`src/rtl/led_bit_rx.sv`:
```
// Serial LED-strip bit receiver: measures high/low times of a single-wire line,
// decodes bits by pulse width, assembles LSB-first bytes and tracks frame boundaries.
`timescale 1ns/1ps
module led_bit_rx #(
   parameter logic [15:0] T_BIT_THRESH = 16'd120,
   parameter logic [15:0] T_HIGH_MAX   = 16'd400,
   parameter logic [15:0] T_RESET      = 16'd10000
) (
   input  logic        clk_in,
   input  logic        ar,
   input  logic        din,
   output logic [7:0]  byte_out,
   output logic        byte_valid,
   output logic        frame_active,
   output logic        frame_end,
   output logic        bit_err,
   output logic [15:0] byte_count
);

   typedef enum logic [1:0] {SYNC, IDLE, HIGH, LOW} state_t;

   state_t      state_q, state_d;

   logic        din_m_q, din_s_q, din_p_q;
   logic        din_rise, din_fall;

   logic [15:0] hi_cnt_q, hi_cnt_d;
   logic [15:0] lo_cnt_q, lo_cnt_d;

   logic        dec_vld_q, dec_vld_d;
   logic        dec_bit_q, dec_bit_d;
   logic [7:0]  shreg_q, shreg_d;
   logic [2:0]  bit_idx_q, bit_idx_d;

   logic [7:0]  byte_out_q, byte_out_d;
   logic        byte_valid_q, byte_valid_d;
   logic        frame_active_q, frame_active_d;
   logic        frame_end_q, frame_end_d;
   logic        bit_err_q, bit_err_d;
   logic [15:0] byte_count_q, byte_count_d;

   function automatic logic [15:0] sat_inc16(input logic [15:0] v);
      return (v == 16'hFFFF) ? v : v + 16'd1;
   endfunction

   assign din_rise = din_s_q & ~din_p_q;
   assign din_fall = ~din_s_q & din_p_q;

   always_ff @(posedge clk_in or posedge ar) begin
      if (ar) begin
         state_q <= SYNC;
      end else begin
         state_q <= state_d;
      end
   end

   always_comb begin
      state_d        = state_q;
      hi_cnt_d       = hi_cnt_q;
      lo_cnt_d       = lo_cnt_q;
      dec_vld_d      = 1'b0;
      dec_bit_d      = dec_bit_q;
      shreg_d        = shreg_q;
      bit_idx_d      = bit_idx_q;
      byte_out_d     = byte_out_q;
      byte_valid_d   = 1'b0;
      frame_active_d = frame_active_q;
      frame_end_d    = 1'b0;
      bit_err_d      = 1'b0;
      byte_count_d   = byte_count_q;

      if (din_rise) begin
         hi_cnt_d = 16'd1;
      end else if (din_s_q) begin
         hi_cnt_d = sat_inc16(hi_cnt_q);
      end

      if (din_rise) begin
         lo_cnt_d = 16'd0;
      end else if (!din_s_q && (lo_cnt_q < T_RESET)) begin
         lo_cnt_d = lo_cnt_q + 16'd1;
      end

      unique case (state_q)
         SYNC: begin
            if (din_rise && (lo_cnt_q == T_RESET)) begin
               state_d = HIGH;
            end
         end
         IDLE: begin
            if (din_rise) begin
               state_d = HIGH;
            end
         end
         HIGH: begin
            // An over-long pulse wins over a simultaneous falling edge.
            if (hi_cnt_q > T_HIGH_MAX) begin
               bit_err_d      = 1'b1;
               bit_idx_d      = 3'd0;
               frame_active_d = 1'b0;
               state_d        = SYNC;
            end else if (din_fall) begin
               dec_vld_d = 1'b1;
               dec_bit_d = (hi_cnt_q >= T_BIT_THRESH);
               state_d   = LOW;
            end
         end
         LOW: begin
            if (lo_cnt_q == T_RESET) begin
               frame_end_d    = 1'b1;
               frame_active_d = 1'b0;
               bit_err_d      = (bit_idx_q != 3'd0);
               bit_idx_d      = 3'd0;
               state_d        = din_rise ? HIGH : IDLE;
            end else if (din_rise) begin
               state_d = HIGH;
            end
         end
         default: state_d = SYNC;
      endcase

      // Decoded bit is assembled one cycle after the falling edge is seen.
      if (dec_vld_q) begin
         shreg_d = {dec_bit_q, shreg_q[7:1]};
         if (!frame_active_q) begin
            frame_active_d = 1'b1;
            byte_count_d   = 16'd0;
         end
         if (bit_idx_q == 3'd7) begin
            byte_out_d   = {dec_bit_q, shreg_q[7:1]};
            byte_valid_d = 1'b1;
            bit_idx_d    = 3'd0;
            byte_count_d = sat_inc16(frame_active_q ? byte_count_q : 16'd0);
         end else begin
            bit_idx_d = bit_idx_q + 3'd1;
         end
      end
   end

   always_ff @(posedge clk_in or posedge ar) begin
      if (ar) begin
         din_m_q        <= 1'b0;
         din_s_q        <= 1'b0;
         din_p_q        <= 1'b0;
         hi_cnt_q       <= 16'd0;
         lo_cnt_q       <= 16'd0;
         dec_vld_q      <= 1'b0;
         dec_bit_q      <= 1'b0;
         shreg_q        <= 8'd0;
         bit_idx_q      <= 3'd0;
         byte_out_q     <= 8'd0;
         byte_valid_q   <= 1'b0;
         frame_active_q <= 1'b0;
         frame_end_q    <= 1'b0;
         bit_err_q      <= 1'b0;
         byte_count_q   <= 16'd0;
      end else begin
         din_m_q        <= din;
         din_s_q        <= din_m_q;
         din_p_q        <= din_s_q;
         hi_cnt_q       <= hi_cnt_d;
         lo_cnt_q       <= lo_cnt_d;
         dec_vld_q      <= dec_vld_d;
         dec_bit_q      <= dec_bit_d;
         shreg_q        <= shreg_d;
         bit_idx_q      <= bit_idx_d;
         byte_out_q     <= byte_out_d;
         byte_valid_q   <= byte_valid_d;
         frame_active_q <= frame_active_d;
         frame_end_q    <= frame_end_d;
         bit_err_q      <= bit_err_d;
         byte_count_q   <= byte_count_d;
      end
   end

   assign byte_out     = byte_out_q;
   assign byte_valid   = byte_valid_q;
   assign frame_active = frame_active_q;
   assign frame_end    = frame_end_q;
   assign bit_err      = bit_err_q;
   assign byte_count   = byte_count_q;

endmodule
```
`config.mk`:
```
export PLATFORM = sky130hd
export DESIGN_NAME = led_bit_rx
export DESIGN_NICKNAME = d
export VERILOG_FILES = /design/src/rtl/led_bit_rx.sv
export SDC_FILE = /design/constraint.sdc
export NUM_CORES = 1
export LEC_CHECK = 0
export ABC_AREA = 1
export CAP_MARGIN = 15
export CORE_ASPECT_RATIO = 0.9
export CORE_MARGIN = 8
export CORE_UTILIZATION = 36
export CTS_BUF_LIST = sky130_fd_sc_hd__clkbuf_16
export CTS_CLUSTER_DIAMETER = 200
export DETAILED_ROUTE_END_ITERATION = 12
export PLACE_DENSITY_LB_ADDON = 0.05
export RECOVER_POWER = 100
export SYNTH_ARGS = -nofsm -noshare
export SYNTH_HDL_FRONTEND = slang
export SYNTH_SLANG_ARGS = --single-unit
```
`constraint.sdc`:
```
create_clock -name clk_in -period 2 [get_ports clk_in]
set_input_delay 0.2 -clock clk_in [delete_from_list [all_inputs] [get_ports clk_in]]
set_output_delay 0.2 -clock clk_in [all_outputs]
set_load 0.02 [all_outputs]
```
Word-level counts from Yosys, hierarchy flattened
Cells that the tools add are included.
{"block": "totals", "reg_bits": 78, "input_bits": 3, "output_inout_bits": 28, "word_cells": 88}
{"block": "classes", "n_addsub": 4, "magnitude_cmp": 3, "n_eq_ne": 12, "mux": 35, "bitwise": 5, "reduce_logical": 13}
{"op": "two-way mux 16 bit", "n": 8}
{"op": "adder 16 x 1 -> 16 bit (second input constant)", "n": 3}
{"op": "equality test 16 bit (second input constant)", "n": 2}
{"op": "equality test 16 x 14 -> 1 bit (second input constant)", "n": 1}
{"op": ">= comparator 16 x 7 -> 1 bit (second input constant)", "n": 1}
{"op": "> comparator 16 x 9 -> 1 bit (second input constant)", "n": 1}
{"op": "less-than comparator 16 x 14 -> 1 bit (second input constant)", "n": 1}
{"op": "two-way mux 1 bit", "n": 13}
{"op": "two-way mux 2 bit", "n": 6}
{"op": "two-way mux 3 bit", "n": 4}
{"op": "!= test 3 bit (second input constant)", "n": 3}
{"op": "one-hot mux 2 bit (4 select lines)", "n": 1}
{"op": "one-hot mux 3 bit (2 select lines)", "n": 1}
{"op": "AND reduction 2 bit", "n": 3}
{"op": "AND reduction 3 bit", "n": 2}
{"op": "nonzero test 3 bit", "n": 2}
{"op": "equality test 2 bit (second input constant)", "n": 2}
{"op": "!= test 2 bit (second input constant)", "n": 2}
{"op": "one-hot mux 1 bit (2 select lines)", "n": 2}
{"op": "nonzero test 2 bit", "n": 2}
{"op": "adder 3 x 1 -> 3 bit (second input constant)", "n": 1}
{"op": "equality test 3 bit (second input constant)", "n": 1}
{"op": "NOT 1 bit", "n": 3}
{"op": "bitwise AND 1 bit", "n": 2}
{"op": "4 further kinds", "n": 5}

Logic depth before layout (Yosys ltp)
{"block": "depth", "word_depth": 5, "depth_mapped": 15}

Worst setup path before layout
No wires, ideal clock.
{"block": "synth_path", "kind": "register to register", "from": "register frame_active_q, in the netlist frame_active", "to": "register byte_count_q[6], in the netlist byte_count[6]", "arrival_ns": 1.830, "t_required_ns": 1.879, "setup_slack_ns": 0.049, "stages_incl_launch_ff": 15, "path_buffers": 2, "synth_period_minus_slack_ns": 1.951, "cell_sequence": "dfrtp_1 -> buf_6 -> buf_6 -> nand2_1 -> inv_1 -> ha_1 -> nand2_1 -> inv_1 -> nand2_1 -> nor2_4 -> nand4_4 -> nand2_4 -> nor2_2 -> nand3_1 -> nand2_1"}
{"block": "synth_between", "elab_chain_cells": 4, "word_cells_on_any_way": 5}
{"element": "from (decl)", "line": "37", "rtl": "logic frame_active_q, frame_active_d;"}
{"element": "from (signal assigned)", "line": "169", "rtl": "frame_active_q <= frame_active_d;"}
{"element": "two-way mux 16 bit *"}
{"element": "adder 16 x 1 -> 16 bit / equality test 16 bit (equally long branches)", "line": "43", "rtl": "return (v == 16'hFFFF) ? v : v + 16'd1;"}
{"element": "two-way mux 16 bit", "line": "43"}
{"element": "two-way mux 16 bit *", "line": "129", "rtl": "if (bit_idx_q == 3'd7) begin"}
{"element": "to (signal assigned)", "line": "172", "rtl": "byte_count_q <= byte_count_d;"}
{"element": "to (decl)", "line": "40", "rtl": "logic [15:0] byte_count_q, byte_count_d;"}
Every way passes the cells marked *; elsewhere a longest branch is shown, timed or not.
A chain may end at the register's enable or synchronous reset.

Final worst setup path
{"block": "layout_path", "from": "register frame_active_q, in the netlist frame_active", "to": "output port frame_active"}
{"element": "to (decl)", "line": "14", "rtl": "output logic frame_active,"}
No word-level cell between the ends.

==> flow_summary_export.csv <==
group,metric,value,unit
cells_and_area,nNetsFinal,685,
drt,via_per_inst,4.83,
die,die_h,125,microns
synthesis,netlist_area,4710,sq um
worst_setup_path,cp_max_fo,16,
clocking,clock-root-buffer,"clkbuf_16",
die,start_util,37.0,%
global_route,grt_use_total,13.5,%
sta,slew_viol_final,0,
cells_and_area,post-route-cell-area,5470,sq um
synthesis,synth_cells,634,
drt,drt_iter0_markers,228,
worst_setup_path,required,1800,ps
worst_setup_path,cp_data_arrival_time,1650,ps
die,pin_count,31,
drt,routed-via-count,4063,
drt,ant_nets,0,
cells_and_area,final_cell_mix,"nand2_1 (186), dfrtp_1 (77), inv_1 (74)",
synthesis,seq_area_frac_synth,40.9,%
global_route,grtUsageMet2,20.4,%
worst_setup_path,crit_buf_inv,2,
sta,period_needed,1850,ps
cells_and_area,drive_gt1_share,10.9,%
placement,portBuffers,30,
global_route,grt_pass1_wl,18.5,mm
cells_and_area,area_growth,16.0,%
status,status,"finished clean",
synthesis,avgSynthCellArea,7.43,sq um
drt,wl_per_cell,13.2,microns
placement,dpl_cell_area,5250,sq um
power_and_ir_drop,vdd_drop_max,0.000636,V
clocking,htreeDepth,3,
die,design.die.area,17000,sq um
clocking,cts_hold_buf,0,
sta,finalCritPeriodShare,92.3,%
worst_setup_path,critPathMaxStageDelay,700,ps
clocking,tritoncts,"yes",
die,core,12700,sq um
power_and_ir_drop,power_density,654,nW/um^2
sta,timing.slew.headroom,38.3,%
clocking,clock_sinks,77,
drt,wirelength,11.1,mm
clocking,postCtsSetupRepairBufs,0,
run,drv_cap,0,
clocking,clk_latency,340,ps
clocking,clk_pin_slew,60,ps
cells_and_area,mostFrequentLayoutCell,"nand2_1",
cells_and_area,layout.cells.non_filler,841,
sta,rsz0062_at_grt,"false",
clocking,clock_path_buffers,2,
global_route,first_global_vias,3759,
clocking,cts_made_buffers,9,
drt,drc,0,
sta,hold_viol,0,
worst_setup_path,worstSetupEndpointType,"primary output",
sta,fin_skew,7.80,ps
sta,finalSetupTns,0,ps
sta,tightestPinTransition,921,ps
global_route,grt_max_degree,37,
min_path,worstHoldPathType,"reg2reg",
worst_setup_path,criticalPathCategory,"reg2out",
global_route,grt_use_met3,3.31,%
worst_setup_path,cp_top_family,"buffers and inverters",
global_route,gr-total-overflow,0,
worst_setup_path,start_kind,"flip-flop",
sta,setup_viol,0,
placement,place_inst,827,
clocking,cts_resized,0,
die,fp-row-count,39,
global_route,antenna_found_initial,0,
synthesis,syn_nets,645,
placement,dp_hpwl,8.24,mm
worst_setup_path,r2r_setup_slack,180,ps
synthesis,ys_ff_latch,77,
drt,first_pass_iters,6,
worst_setup_path,cpMaxStageDelayCell,"dlygate4sd3_1",
synthesis,synth_cell_types,33,
cells_and_area,n_antenna_cell,0,
sta,max_freq,542,MHz
synthesis,synth_warnings,0,
global_route,busiest_layer,"met2",
placement,gp_congestion,0.814,
global_route,gr-usage-met1,18.2,%
die,die_w,137,microns
cells_and_area,fillCellCount,1317,
power_and_ir_drop,p_leak,2.54,nW
worst_setup_path,path_cells,"buf_4 > dlygate4sd3_1",
final timing paths:
path	startpoint	to	depth (start not counted)
max reg2reg	hi_cnt_q[0]	hi_cnt_q[7]	10
min reg2reg	din_m_q	din_s_q	0
min	din_m_q	din_s_q	0
min in group asynchronous	ar	byte_out[7]	2
max	frame_active	frame_active	2
max in group asynchronous	ar	byte_out[2]	3
layer usage:
layer	vias up	wire length, microns
met5	-	0
met4	0	173
met3	13	501
met2	63	5010
met1	1883	5440
li1	2104	-
Yosys cell counts:
cell type  count  share of area (%)
nand3_2        6                1.3
nor2_2        10                1.3
buf_8          1               0.32
or2_2          1               0.13
a21oi_1        3               0.32
nand2_4        3               0.72
o21ai_0       24                2.5
nor2_4         7                1.7
nor2_1        62                4.9
nand4_2        1               0.27
o21bai_1       9                1.4
ha_1           8                2.1
buf_12         1               0.42
nand4_4        1               0.45
nand2_1      184                 15
buf_6          3               0.72
dfrtp_1       77                 41
xor2_1        15                2.8
inv_4          1               0.13
nand4_1       23                3.1
o21ai_1       14                1.5
buf_1          2               0.16
xnor2_1        1               0.19
nand3_4        1               0.37
nand3_1       60                6.4
clkbuf_1       4               0.32
o21ai_2        9                1.7
nor3_1         9               0.96
inv_1         75                6.0
nand2_2        8                1.1
buf_2          3               0.32
nor3_2         2               0.42
inv_2          6               0.48
final cells by class:
type	instances	area, sq um	share of cell area (%)
clock buffer	9	225	4.12
tap	164	205	3.75
clock inverter	5	77.6	1.42
timing repair buffer	43	402	7.35
multi-input combinational	461	2320	42.4
inverter	82	309	5.65
sequential	77	1930	35.3
state kept, by name, summed over array words and instances, names as in the netlist:
register / flops
byte_count: 16
hi_cnt_q: 16
lo_cnt_q: 16
byte_out: 8
shreg_q: 7
bit_idx_q: 3
state_q: 2
bit_err: 1
byte_valid: 1
dec_bit_q: 1
dec_vld_q: 1
din_m_q: 1
din_p_q: 1
din_s_q: 1
frame_active: 1
frame_end: 1
kinds of logic (layout without fill, tap and decap cells):
group	Yosys count	after routing	share of synthesized area [%]
buffers and inverters	96	139	8.84
adder cells (fa/ha/maj)	8	8	2.12
XOR/XNOR	16	16	2.97
AO/OA/AOI/OAI	59	59	7.46
AND/OR/NAND/NOR	378	378	37.7
flip-flops	77	77	40.9
power by group:
part	switching (mW)	internal, mW
combinational	0.151	0.0687
sequential	0.0394	1.59
clock	0.649	1.07
total	0.839	2.74
stage by stage:
step | power (mW) | hold WS [ps] | utilization [%] | worst slack [ps]
floorplan | 1.83 | 231 | - | 48.7
detailed placement | 1.90 | 335 | 41.2 | 208
global placement | 1.90 | 335 | 41.2 | 255
CTS | 3.67 | 253 | 43.6 | 192
global route | 3.72 | 372 | 42.9 | 18.5
finish | 3.58 | 348 | 42.9 | 153
worst reg2reg max path, stage by stage, from the launching register on:
cell     delay [ps]
dfrtp_1         400
ha_1            260
nand3_1         200
inv_1           140
nand2_2          70
nor2_2          110
nand2_1          90
nand2_4         170
inv_2           120
nand2_1          70
o21ai_0          70
Power figures use the tool's default switching activity.
